**config.mk**
```make
export PLATFORM = sky130hd
export DESIGN_NAME = seg_digit_scanner
export DESIGN_NICKNAME = d
export VERILOG_FILES = /design/src/rtl/seg_digit_scanner.sv
export SDC_FILE = /design/constraint.sdc
export NUM_CORES = 1
export LEC_CHECK = 0
export CAP_MARGIN = 20
export CELL_PAD_IN_SITES_DETAIL_PLACEMENT = 0
export CELL_PAD_IN_SITES_GLOBAL_PLACEMENT = 1
export CORE_ASPECT_RATIO = 1.25
export CORE_UTILIZATION = 42
export DETAILED_ROUTE_END_ITERATION = 16
export PLACE_DENSITY_LB_ADDON = 0.1
export SYNTH_ARGS = -nofsm -noshare
export SYNTH_HDL_FRONTEND = slang
export SYNTH_SLANG_ARGS = --single-unit
```
**constraint.sdc**
```tcl
create_clock -name clk -period 4.7 [get_ports clk]
set_input_delay 0.94 -clock clk [delete_from_list [all_inputs] [get_ports clk]]
set_output_delay 0.94 -clock clk [all_outputs]
set_load 0.01 [all_outputs]
```
**src/rtl/seg_digit_scanner.sv**
```systemverilog
// seg_digit_scanner: time-multiplexed 7-segment scan controller with per-slot dead time
// and optional leading-zero blanking; drives the nibble and active-low anode for each slot.
module seg_digit_scanner #(
    parameter int NUM_DIGITS = 4,
    parameter int SCAN_DIV   = 50000,
    parameter int DEAD_CYC   = 16
) (
    input  logic                            clk,
    input  logic                            rst,
    input  logic                            load,
    input  logic [4*NUM_DIGITS-1:0]         value_in,
    input  logic                            blank_lz,
    output logic [3:0]                      data_out,
    output logic [NUM_DIGITS-1:0]           digit_an,
    output logic [$clog2(NUM_DIGITS)-1:0]   digit_idx
);
    localparam int IW = $clog2(NUM_DIGITS);
    localparam int TW = $clog2(SCAN_DIV);

    logic [4*NUM_DIGITS-1:0] shadow_q, shadow_d;
    logic [TW-1:0]           tick_q, tick_d;
    logic [IW-1:0]           idx_q, idx_d;
    logic                    blank_q;
    logic                    wrap;
    logic                    run;
    logic [NUM_DIGITS-1:0]   lz;

    always_comb begin
        wrap     = tick_q == TW'(SCAN_DIV - 1);
        tick_d   = wrap ? '0 : tick_q + 1'b1;
        idx_d    = !wrap ? idx_q : (idx_q == IW'(NUM_DIGITS - 1)) ? '0 : idx_q + 1'b1;
        shadow_d = load ? value_in : shadow_q;
    end

    // lz[i] is set when every nibble from the top down to i is zero
    always_comb begin
        run = 1'b1;
        lz  = '0;
        for (int i = NUM_DIGITS - 1; i >= 0; i--) begin
            run   = run && (shadow_q[4*i +: 4] == 4'h0);
            lz[i] = run;
        end
    end

    always_ff @(posedge clk) begin
        if (rst) begin
            shadow_q <= '0;
            tick_q   <= '0;
            idx_q    <= '0;
            blank_q  <= 1'b0;
        end else begin
            shadow_q <= shadow_d;
            tick_q   <= tick_d;
            idx_q    <= idx_d;
            blank_q  <= blank_lz;
        end
    end

    assign data_out  = shadow_q[4*idx_q +: 4];
    assign digit_idx = idx_q;
    assign digit_an  = (int'(tick_q) < DEAD_CYC || (blank_q && idx_q != '0 && lz[idx_q]))
                       ? '1 : ~(NUM_DIGITS'(1) << idx_q);
endmodule

```
; Yosys cells after proc, flatten, opt, wreduce, memory -nomap -nowiden
; Cells that the tools add are included.
; W data, S select, Z words.
[totals]
ff_bits = 35
latch_bits = 0
ram_bits = 0
rom_bits = 0
inputBits = 20
out_inout_bits = 10
wordCells = 29
n_memories = 0
[classes]
n_addsub = 2
multipliers = 0
div_mod_pow = 0
order_cmp = 2
n_eq_ne = 2
n_shift = 2
mux = 4
bitwise_logic = 1
reduce_logical = 12
[op_table]
columns = operator, n
row1 = $add A16 B1 Y16 const B, 1
row2 = $eq A16 B16 Y1 const B, 1
row3 = $logic_not A4 Y1, 4
row4 = $lt A16 B5 Y1 const B, 1
row5 = $shiftx A16 B5 Y4, 1
row6 = $logic_and A1 B1 Y1, 5
row7 = $mux W4, 1
row8 = $not A4 Y4, 1
row9 = $shl A1 B2 Y4 const A, 1
row10 = $lt A2 B3 Y1 const B, 1
row11 = $add A2 B1 Y2 const B, 1
row12 = $bmux W1 S2, 1
row13 = $eq A2 B2 Y1 const B, 1
row14 = $mux W2, 1
row15 = $reduce_bool A2 Y1, 1
row16 = $reduce_or A2 Y1, 1
row17 = $logic_or A1 B1 Y1, 1
row18 = $mux W1, 1

; Depth between registers and ports, before layout
; Gate-level depths: netlist of the first run.
[logic_depth]
word_depth = 9
mapped_depth = 7
depth_no_buf = 5

; Least setup slack after synthesis of the first run
; Ideal clock, no wire load.
[synth_timing]
kind = register to output
start = register idx_q[1], in the netlist digit_idx[1]
end = output port digit_an[1]
arrival_ns = 1.559
required_ns = 3.760
slack_ns = 2.201
stages_incl_launch_ff = 7
path_buffers = 1
path_cell_list = dfxtp_1 -> clkbuf_1 -> inv_1 -> ha_1 -> nand3b_1 -> a211o_1 -> nand3_1
[synth_via]
elab_chain_len = 5
word_cells_on_any_way = 9
cone_classes = 1 x shift / 3 x mux / 1 x bitwise / 4 x reduce/logical
[synth_lines]
columns = element, line
row1 = start: declaration, 22  ; logic [IW-1:0] idx_q, idx_d;
row2 = start signal: assignment, 54  ; idx_q <= idx_d;
row3 = $bmux W1 S2 or $reduce_bool A2 Y1 (tied branches), 61  ; assign digit_an = (int'(tick_q) < DEAD_CYC || (blank_q && idx_q != '0 && lz[idx_q]))
row4 = $mux W1 (not written as such) or $logic_and A1 B1 Y1 (tied branches), 61
row5 = $logic_and A1 B1 Y1, 61
row6 = $logic_or A1 B1 Y1, 61
row7 = $mux W4 *, 62  ; ? '1 : ~(NUM_DIGITS'(1) << idx_q);
row8 = end: declaration, 14  ; output logic [NUM_DIGITS-1:0] digit_an,
; Every way passes the cells marked *; elsewhere a longest branch is shown, timed or not. The select of a mux whose other input is x is not followed.

; Worst setup path in the final report of the first run
[layout_timing]
start = register idx_q[1], in the netlist digit_idx[1]
end = output port digit_an[3]
; The elaborated chain is that of the path after synthesis.

==> impl_metrics.json, run 1 <==
{
  "min_path_type": "reg -> reg",
  "yosysSeqAreaShare": 0.430,
  "violations": "design-rule violations",
  "gr-total-overflow": 0,
  "slew_headroom": 0.388,
  "synth.area.top_cells": "dfxtp_1 (43%), mux2i_1 (11%), nor2_1 (8.8%), xnor2_1 (7.0%), mux4_2 (5.5%)",
  "worst-slew-pin-transition_ns": 0.914,
  "hold_start": "tick_q[0]",
  "synth.avg_cell_area_sq_um": 9.64,
  "power_density_nw_per_um2": 291,
  "cp_max_fo": 11,
  "die_x_microns": 57.7,
  "design_area_sq_um": 2000,
  "start_kind": "flop",
  "period_share": 0.686,
  "drive_above_1_share": 0.0808,
  "final_cell_mix": "nor2_1 (38), dfxtp_1 (35), clkdlybuf4s50_1 (29)",
  "holdPathStages": 1,
  "grt_pass1_wl_microns": 5820,
  "die_h_microns": 71.6,
  "p_total_mw": 0.580,
  "placedCellCount": 229,
  "clkTransAtPathRegs_ns": 0.07,
  "antenna_found_initial": 0,
  "layout_commonest_cell": "nor2_1",
  "synth-edff-count": 0,
  "cap_violations": 0,
  "synth_area_sq_um": 1630,
  "dpl.hpwl_microns": 2530,
  "rsz0062_at_grt": "false",
  "initial_utilization": 0.452,
  "setup_viol": 0,
  "max_clock_freq_mhz": 310,
  "post-route-util": 0.555,
  "insertion_delay_ns": 0.28,
  "cts_tree": "yes",
  "avgRoutedWirePerCell_microns": 14.2,
  "finalHoldViolCount": 0,
  "worstHoldEndpoint": "tick_q[0]",
  "pre_cts_slack_ns": 1.77,
  "antenna_left": 0,
  "synth_seq_cells": 35,
  "antenna_cells": 0,
  "io_pins": 30,
  "end_kind": "output port",
  "nNetsFinal": 222,
  "fillers": 336,
  "synth_top_cell_area_share": 0.430,
  "syn_inst": 169,
  "worstSetupPathType": "reg -> out",
  "synth_area_leader_cell": "dfxtp_1",
  "num_rows": 24,
  "synth_nets": 194,
  "die_area_sq_um": 4130,
  "r2r_slack_ns": 2.92,
  "rr_worst_depth": 5,
  "cts_setup_buffers": 0,
  "drc_errors": 5,
  "port_buffers": 29,
  "synthArstFlopShare": 0,
  "r2r-end": "tick_q[8]",
  "fin_crit_ns": 3.22,
  "cts.path.max_buffers": 2,
  "finalMaxSlewViolations": 0,
  "area_growth_pct": 22.7,
  "wl_microns": 3370,
  "placed_area_sq_um": 1910,
  "holdWs_ns": 0.470,
  "worstPathRequired_ns": 3.76,
  "leakagePower_nw": 0.734,
  "grt_pass1_vias": 1215,
  "drtIter0Drc": 51,
  "stdcell_count": 237,
  "cts-root-buf": "clkbuf_8",
  "grt_start_max_net_pins": 22,
  "clock_sinks": 35,
  "coreArea_sq_um": 3600,
  "fin_tns_setup_ns": 0,
  "cts_made_buffers": 5,
  "timing.rr.start": "tick_q[0]",
  "grt_use_total": 0.186,
  "worstPathArrival_ns": 2.28,
  "num_vias": 1246,
  "ctsHtreeMaxLevel": 2,
  "vias_per_cell": 5.26,
  "synth_top_flop_cell": "dfxtp_1",
  "skew_ns": 0.00350,
  "synth.distinct_cells": 27,
  "hold_buffers": 0,
  "ir_worst_vdd_v": 0.000137,
  "status": "complete, but fails checks",
  "gp_congestion": 0.841,
  "fin_ws_ns": 1.48,
  "yosys_warnings": 0,
  "ctsResizeCount": 0,
  "drt_first_pass_iters": 10
}
==> per-layer routing <==
metal,GRT usage,share of wire
met1,0.200,0.41
met2,0.341,0.54
met3,0.0578,0.041
met4,0.0608,0.015
met5,0,0
==> synthesized netlist by cell type, types with 3 or more instances <==
master and number:
nor2_1 38, dfxtp_1 35, mux2i_1 18, xnor2_1 13
nand3_1 8, nor4_1 7, inv_1 6, nor3_1 6
ha_1 5, mux4_2 4, nand2_1 4, buf_6 3
clkbuf_1 3, nand4_1 3
==> critical path: stages, from the launching register on <==
cell and delay [ns]:
dfxtp_1 0.61, inv_1 0.13, ha_1 0.21, nand3b_1 0.16
a211o_1 0.26, nand3_1 0.09, clkdlybuf4s50_1 0.54
==> cell type report <==
cell class / count / area (sq um) / area share
Tap cell: 39 / 48.8 / 0.0244
Clock buffer: 6 / 72.6 / 0.0363
Timing Repair Buffer: 29 / 290 / 0.145
Sequential cell: 35 / 701 / 0.351
Inverter: 6 / 22.5 / 0.0113
Multi-Input combinational cell: 120 / 851 / 0.426
Clock inverter: 2 / 12.5 / 0.00626
==> how the worst max path moves through the flow <==
| stage | slack, ns | end | from | cells past startpoint |
|---|---|---|---|---|
| floorplan | 2.20 | digit_an[1] | digit_idx[1] | 6 |
| global placement | 1.85 | digit_an[2] | digit_idx[1] | 6 |
| detailed placement | 1.77 | digit_an[1] | digit_idx[1] | 6 |
| CTS | 1.46 | digit_an[3] | digit_idx[1] | 6 |
| global route | 1.26 | digit_an[2] | digit_idx[1] | 6 |
| finish | 1.48 | digit_an[3] | digit_idx[1] | 6 |
==> power by group <==
| part | switching (mW) | internal [mW] | leakage [nW] |
|---|---|---|---|
| logic | 0.0208 | 0.0324 | 0.407 |
| clock network | 0.107 | 0.103 | 0.0412 |
| registers | 0.00968 | 0.307 | 0.286 |
==> sequential cells by signal (all words and copies together), names as in the netlist <==
name and cells:
shadow_q 16, tick_q 16, digit_idx 2, blank_q 1
==> logic make-up after synthesis <==
group	count (synthesis)	share of synthesized area
adders and majority gates	5	0.0384
buffers and inverters	14	0.0476
DFF	35	0.430
xor gates and xnor gates	14	0.0753
AOI/OAI and AO/OA	3	0.0115
muxes	22	0.166
and+or+nand+nor	76	0.231
Note: power is estimated with default switching activity, not from simulation.
==> inputs of run 2 (changes only) <==
--- a/config.mk
+++ b/config.mk
@@ -9,7 +9,7 @@
 export CELL_PAD_IN_SITES_DETAIL_PLACEMENT = 0
 export CELL_PAD_IN_SITES_GLOBAL_PLACEMENT = 1
 export CORE_ASPECT_RATIO = 1.25
-export CORE_UTILIZATION = 42
+export CORE_UTILIZATION = 39
 export DETAILED_ROUTE_END_ITERATION = 16
 export PLACE_DENSITY_LB_ADDON = 0.1
 export SYNTH_ARGS = -nofsm -noshare
==> constraint.sdc (replaced) <==
create_clock -name clk -period 3.07 [get_ports clk]
set_input_delay 0.614 -clock clk [delete_from_list [all_inputs] [get_ports clk]]
set_output_delay 0.614 -clock clk [all_outputs]
set_load 0.01 [all_outputs]
==> run 2 against run 1 <==
Sequential share of layout area decreased by 1.4 points. Die area increased by 7.4%. Setup slack got worse by 1.2 ns. Utilization decreased by 1.8 points. Clock skew increased by 0.0050 ns. Highest routed layer unchanged. Power increased by 72%. Critical path depth decreased by 1. The run now ends clean. Final area increased by 4.1%. Via count increased by 4.8%. Clock power increased by 100%. Cell count increased by 8.0%.
==> impl_metrics.json, run 2 (synthesized netlist as in run 1, its figures left out) <==
{
  "drc_errors": 0,
  "die_area_sq_um": 4440,
  "post-route-util": 0.536,
  "power_density_nw_per_um2": 480,
  "critPathTopFamily": "buffers and inverters",
  "grt_use_total": 0.185,
  "clkPwrFrac": 0.430,
  "setup_viol": 0,
  "die_x_microns": 59.8,
  "worstPathArrival_ns": 2.14,
  "antenna_found_initial": 0,
  "port_buffers": 29,
  "cts.path.max_buffers": 2,
  "worstPathRequired_ns": 2.46,
  "cp_max_fo": 3,
  "dpl.hpwl_microns": 2630,
  "grt_pass1_wl_microns": 5910,
  "ctsResizeCount": 0,
  "ctsHtreeMaxLevel": 2,
  "gp_congestion": 0.785,
  "holdPathStages": 1,
  "status": "finished clean",
  "cap_violations": 0,
  "cts_setup_buffers": 0,
  "hold_buffers": 0,
  "grt_start_max_net_pins": 22,
  "num_vias": 1306,
  "area_growth_pct": 27.6,
  "rr_worst_depth": 5,
  "crit_buf_inv": 1,
  "clock_sinks": 35,
  "clkTransAtPathRegs_ns": 0.08,
  "nNetsFinal": 226,
  "drtIter0Drc": 61,
  "wl_microns": 3510,
  "hold_start": "tick_q[0]",
  "avgRoutedWirePerCell_microns": 13.7,
  "r2r-end": "tick_q[3]",
  "leakagePower_nw": 0.775,
  "cp_cell_sequence": "nor4_1, o21ai_0, a211o_1, nand3_1, clkdlybuf4s50_1",
  "initial_utilization": 0.420,
  "end_kind": "output port",
  "seqPwrFrac": 0.486,
  "period_share": 0.899,
  "worstSetupPathType": "reg -> out",
  "placed_area_sq_um": 1960,
  "skew_ns": 0.00849,
  "worst-slew-pin-transition_ns": 0.547,
  "final_cell_mix": "nor2_1 (38), dfxtp_1 (35), clkdlybuf4s50_1 (29)",
  "cts-root-buf": "clkbuf_8",
  "r2r_slack_ns": 1.31,
  "layout_commonest_cell": "nor2_1",
  "power.switching_mw": 0.215,
  "internal_power_mw": 0.784,
  "design_area_sq_um": 2080,
  "timing.rr.start": "tick_q[0]",
  "antenna_cells": 0,
  "finalMaxSlewViolations": 0,
  "rsz0062_at_grt": "false",
  "cts_made_buffers": 5,
  "combPwrFrac": 0.084,
  "insertion_delay_ns": 0.29,
  "drive_above_1_share": 0.104,
  "holdWs_ns": 0.462,
  "fin_crit_ns": 2.76,
  "gr-total-overflow": 0,
  "cts_tree": "yes",
  "min_path_type": "reg -> reg",
  "finalHoldViolCount": 0,
  "die_h_microns": 74.3,
  "fin_tns_setup_ns": 0,
  "slew_headroom": 0.636,
  "vias_per_cell": 5.10,
  "io_pins": 30,
  "ir_worst_vdd_v": 0.000299,
  "grt_pass1_vias": 1288,
  "antenna_left": 0,
  "max_clock_freq_mhz": 362,
  "crit_path_top_delay_cell": "clkdlybuf4s50_1",
  "coreArea_sq_um": 3880,
  "max_stage_delay_ns": 0.54,
  "drt_first_pass_iters": 4,
  "num_rows": 25,
  "p_sw_frac": 0.215,
  "start_kind": "flop",
  "p_total_mw": 0.999,
  "fillers": 400,
  "worstHoldEndpoint": "tick_q[0]"
}
## run 2: changes by cell type in the layout (fill, tap and decap cells not counted), sizes merged
cell,before,now
clkinvlp,1,0
bufinv,0,1
buf,0,4
## run 2: through the flow
step,worst slack [ns],std cells
2_1_floorplan,0.897,169
3_3_place_gp,0.661,248
3_5_place_dp,0.625,248
4_1_cts,0.292,256
5_1_grt,0.182,256
6_report,0.311,256
## run 2: power groups by stage
stage	clock network, mW	logic, mW	registers (mW)
finish	0.430	0.0840	0.485
detailed placement	0	0.0854	0.495
global placement	0	0.0833	0.494
CTS	0.443	0.0860	0.485
global route	0.464	0.0918	0.487
floorplan	0	0.0482	0.490
## run 2: worst max path at each step
stage	start	endpoint	slack [ns]	depth (start not counted)
after global routing	shadow_q[8]	digit_an[2]	0.18	5
final	shadow_q[8]	digit_an[2]	0.31	5
after detailed placement	shadow_q[8]	digit_an[3]	0.62	5
after floorplan	digit_idx[1]	digit_an[1]	0.90	6
after CTS	shadow_q[8]	digit_an[2]	0.29	5
after global placement	shadow_q[8]	digit_an[1]	0.66	5
## run 2: area by class of cell
type / count / area, sq um / area share
clock buffers: 6 / 82.6 / 0.0397
multi-input cells: 120 / 851 / 0.409
inverters: 6 / 22.5 / 0.0108
flip-flops and latches: 35 / 701 / 0.337
clock inverters: 2 / 35.0 / 0.0168
well taps: 54 / 67.6 / 0.0325
repair buffers: 33 / 320 / 0.154
## run 2: per-layer routing
layer	vias to the layer above	GRT usage	part of all wire
met5	-	0	0
met4	0	0.0853	0.019
met3	7	0.0522	0.042
met2	31	0.342	0.53
met1	624	0.189	0.41
li1	644	-	-
==> inputs of run 3 (changes only) <==
--- a/config.mk
+++ b/config.mk
@@ -12,6 +12,7 @@
 export CORE_UTILIZATION = 39
 export DETAILED_ROUTE_END_ITERATION = 16
 export PLACE_DENSITY_LB_ADDON = 0.1
+export RECOVER_POWER = 25
 export SYNTH_ARGS = -nofsm -noshare
 export SYNTH_HDL_FRONTEND = slang
 export SYNTH_SLANG_ARGS = --single-unit
==> run 3 against run 2 <==
Count of clock-buffer cells in the layout is the same. Largest cell class unchanged. Non-clock buffer count is the same. Wire length is the same. Clock power is essentially flat. Sequential power is essentially flat. Sequential cell count is the same. Critical path depth is the same. Clock skew is the same. First-iteration DRC count is the same.
==> impl_metrics.json, run 3 (synthesized netlist as in run 1, its figures left out) <==
{
  "dpl.hpwl_microns": 2630,
  "cts.path.max_buffers": 2,
  "num_rows": 25,
  "wl_met2_microns": 1870,
  "antenna_cells": 0,
  "cap_violations": 0,
  "cts_tree": "yes",
  "skew_ns": 0.00849,
  "worstSetupPathType": "reg -> out",
  "drc_errors": 0,
  "grt_pass1_vias": 1288,
  "drive_above_1_share": 0.0990,
  "wl_met3_microns": 149,
  "worstPathArrival_ns": 2.14,
  "area_growth_pct": 27.4,
  "cts_made_buffers": 5,
  "finalHoldViolCount": 0,
  "period_share": 0.899,
  "die_area_sq_um": 4440,
  "hold_buffers": 0,
  "avgRoutedWirePerCell_microns": 13.7,
  "finalMaxSlewViolations": 0,
  "design_area_sq_um": 2080,
  "ctsHtreeMaxLevel": 2,
  "antenna_found_initial": 0,
  "coreArea_sq_um": 3880,
  "drtIter0Drc": 61,
  "insertion_delay_ns": 0.29,
  "wl_microns": 3510,
  "grt_start_max_net_pins": 22,
  "vias_per_cell": 5.10,
  "end_kind": "output port",
  "stdcell_count": 256,
  "cp_max_fo": 3,
  "holdWs_ns": 0.462,
  "ir_worst_vdd_v": 0.000299,
  "max_clock_freq_mhz": 362,
  "clock_sinks": 35,
  "port_buffers": 29,
  "nNetsFinal": 226,
  "slew_headroom": 0.405,
  "die_h_microns": 74.3,
  "cts_setup_buffers": 0,
  "gr-total-overflow": 0,
  "p_total_mw": 0.998,
  "worst-slew-pin-transition_ns": 0.893,
  "ctsResizeCount": 0,
  "placedCellCount": 248,
  "leakagePower_nw": 0.771,
  "start_kind": "flop",
  "clkTransAtPathRegs_ns": 0.08,
  "highest_layer": "met4",
  "io_pins": 30,
  "setup_viol": 0,
  "layout_commonest_cell": "nor2_1",
  "fin_tns_setup_ns": 0,
  "grt_pass1_wl_microns": 5910,
  "drt_first_pass_iters": 4,
  "initial_utilization": 0.420,
  "fin_crit_ns": 2.76,
  "worstPathRequired_ns": 2.46,
  "num_vias": 1306,
  "min_path_type": "reg -> reg",
  "status": "finished clean",
  "met1Wirelength_microns": 1420,
  "power_density_nw_per_um2": 481,
  "fillers": 402,
  "final_cell_mix": "nor2_1 (38), dfxtp_1 (35), clkdlybuf4s50_1 (28)",
  "die_x_microns": 59.8,
  "cts-root-buf": "clkbuf_8",
  "grt_use_total": 0.185,
  "rsz0062_at_grt": "false",
  "placed_area_sq_um": 1960,
  "gp_congestion": 0.785,
  "antenna_left": 0
}
[run 3: where the power goes]
| part | internal (mW) | total (mW) | switching [mW] |
|---|---|---|---|
| registers | 0.471 | 0.485 | 0.0144 |
| clock network | 0.263 | 0.430 | 0.167 |
| logic | 0.0500 | 0.0832 | 0.0331 |
| total | 0.783 | 0.998 | 0.215 |
[run 3: layout make-up]
| type | instances | area, sq um | share of cell area |
|---|---|---|---|
| clock buffers | 6 | 82.6 | 0.0398 |
| flip-flops and latches | 35 | 701 | 0.338 |
| multi-input cells | 120 | 851 | 0.410 |
| well taps | 54 | 67.6 | 0.0325 |
| clock inverters | 2 | 35.0 | 0.0169 |
| repair buffers | 33 | 317 | 0.153 |
| inverters | 6 | 22.5 | 0.0108 |
[run 3: per-layer routing]
| layer | vias up | global-route usage |
|---|---|---|
| met5 | - | 0 |
| met4 | 0 | 0.0853 |
| met3 | 7 | 0.0522 |
| met2 | 31 | 0.342 |
| met1 | 624 | 0.189 |
| li1 | 644 | - |
[run 3: final timing paths]
check | start | endpoint | slack [ns] | cells past startpoint
worst min register to register | tick_q[0] | tick_q[0] | 0.46 | 1
worst max register to register | tick_q[0] | tick_q[3] | 1.31 | 5
worst max-delay path | shadow_q[8] | digit_an[2] | 0.31 | 5
worst min-delay path | tick_q[0] | tick_q[0] | 0.46 | 1
[run 3: through the flow]
stage                     setup slack [ns]   util
final                                0.311  0.535
after global routing                 0.182  0.535
after CTS                            0.292  0.536
after detailed placement             0.625  0.506
after global placement               0.661  0.506
after floorplan                      0.897      -
[run 3: worst max-delay path, stage by stage (launching register included)]
cell and delay [ns]:
dfxtp_1 0.33, nor4_1 0.38, o21ai_0 0.16, a211o_1 0.35, nand3_1 0.10, clkdlybuf4s50_1 0.54
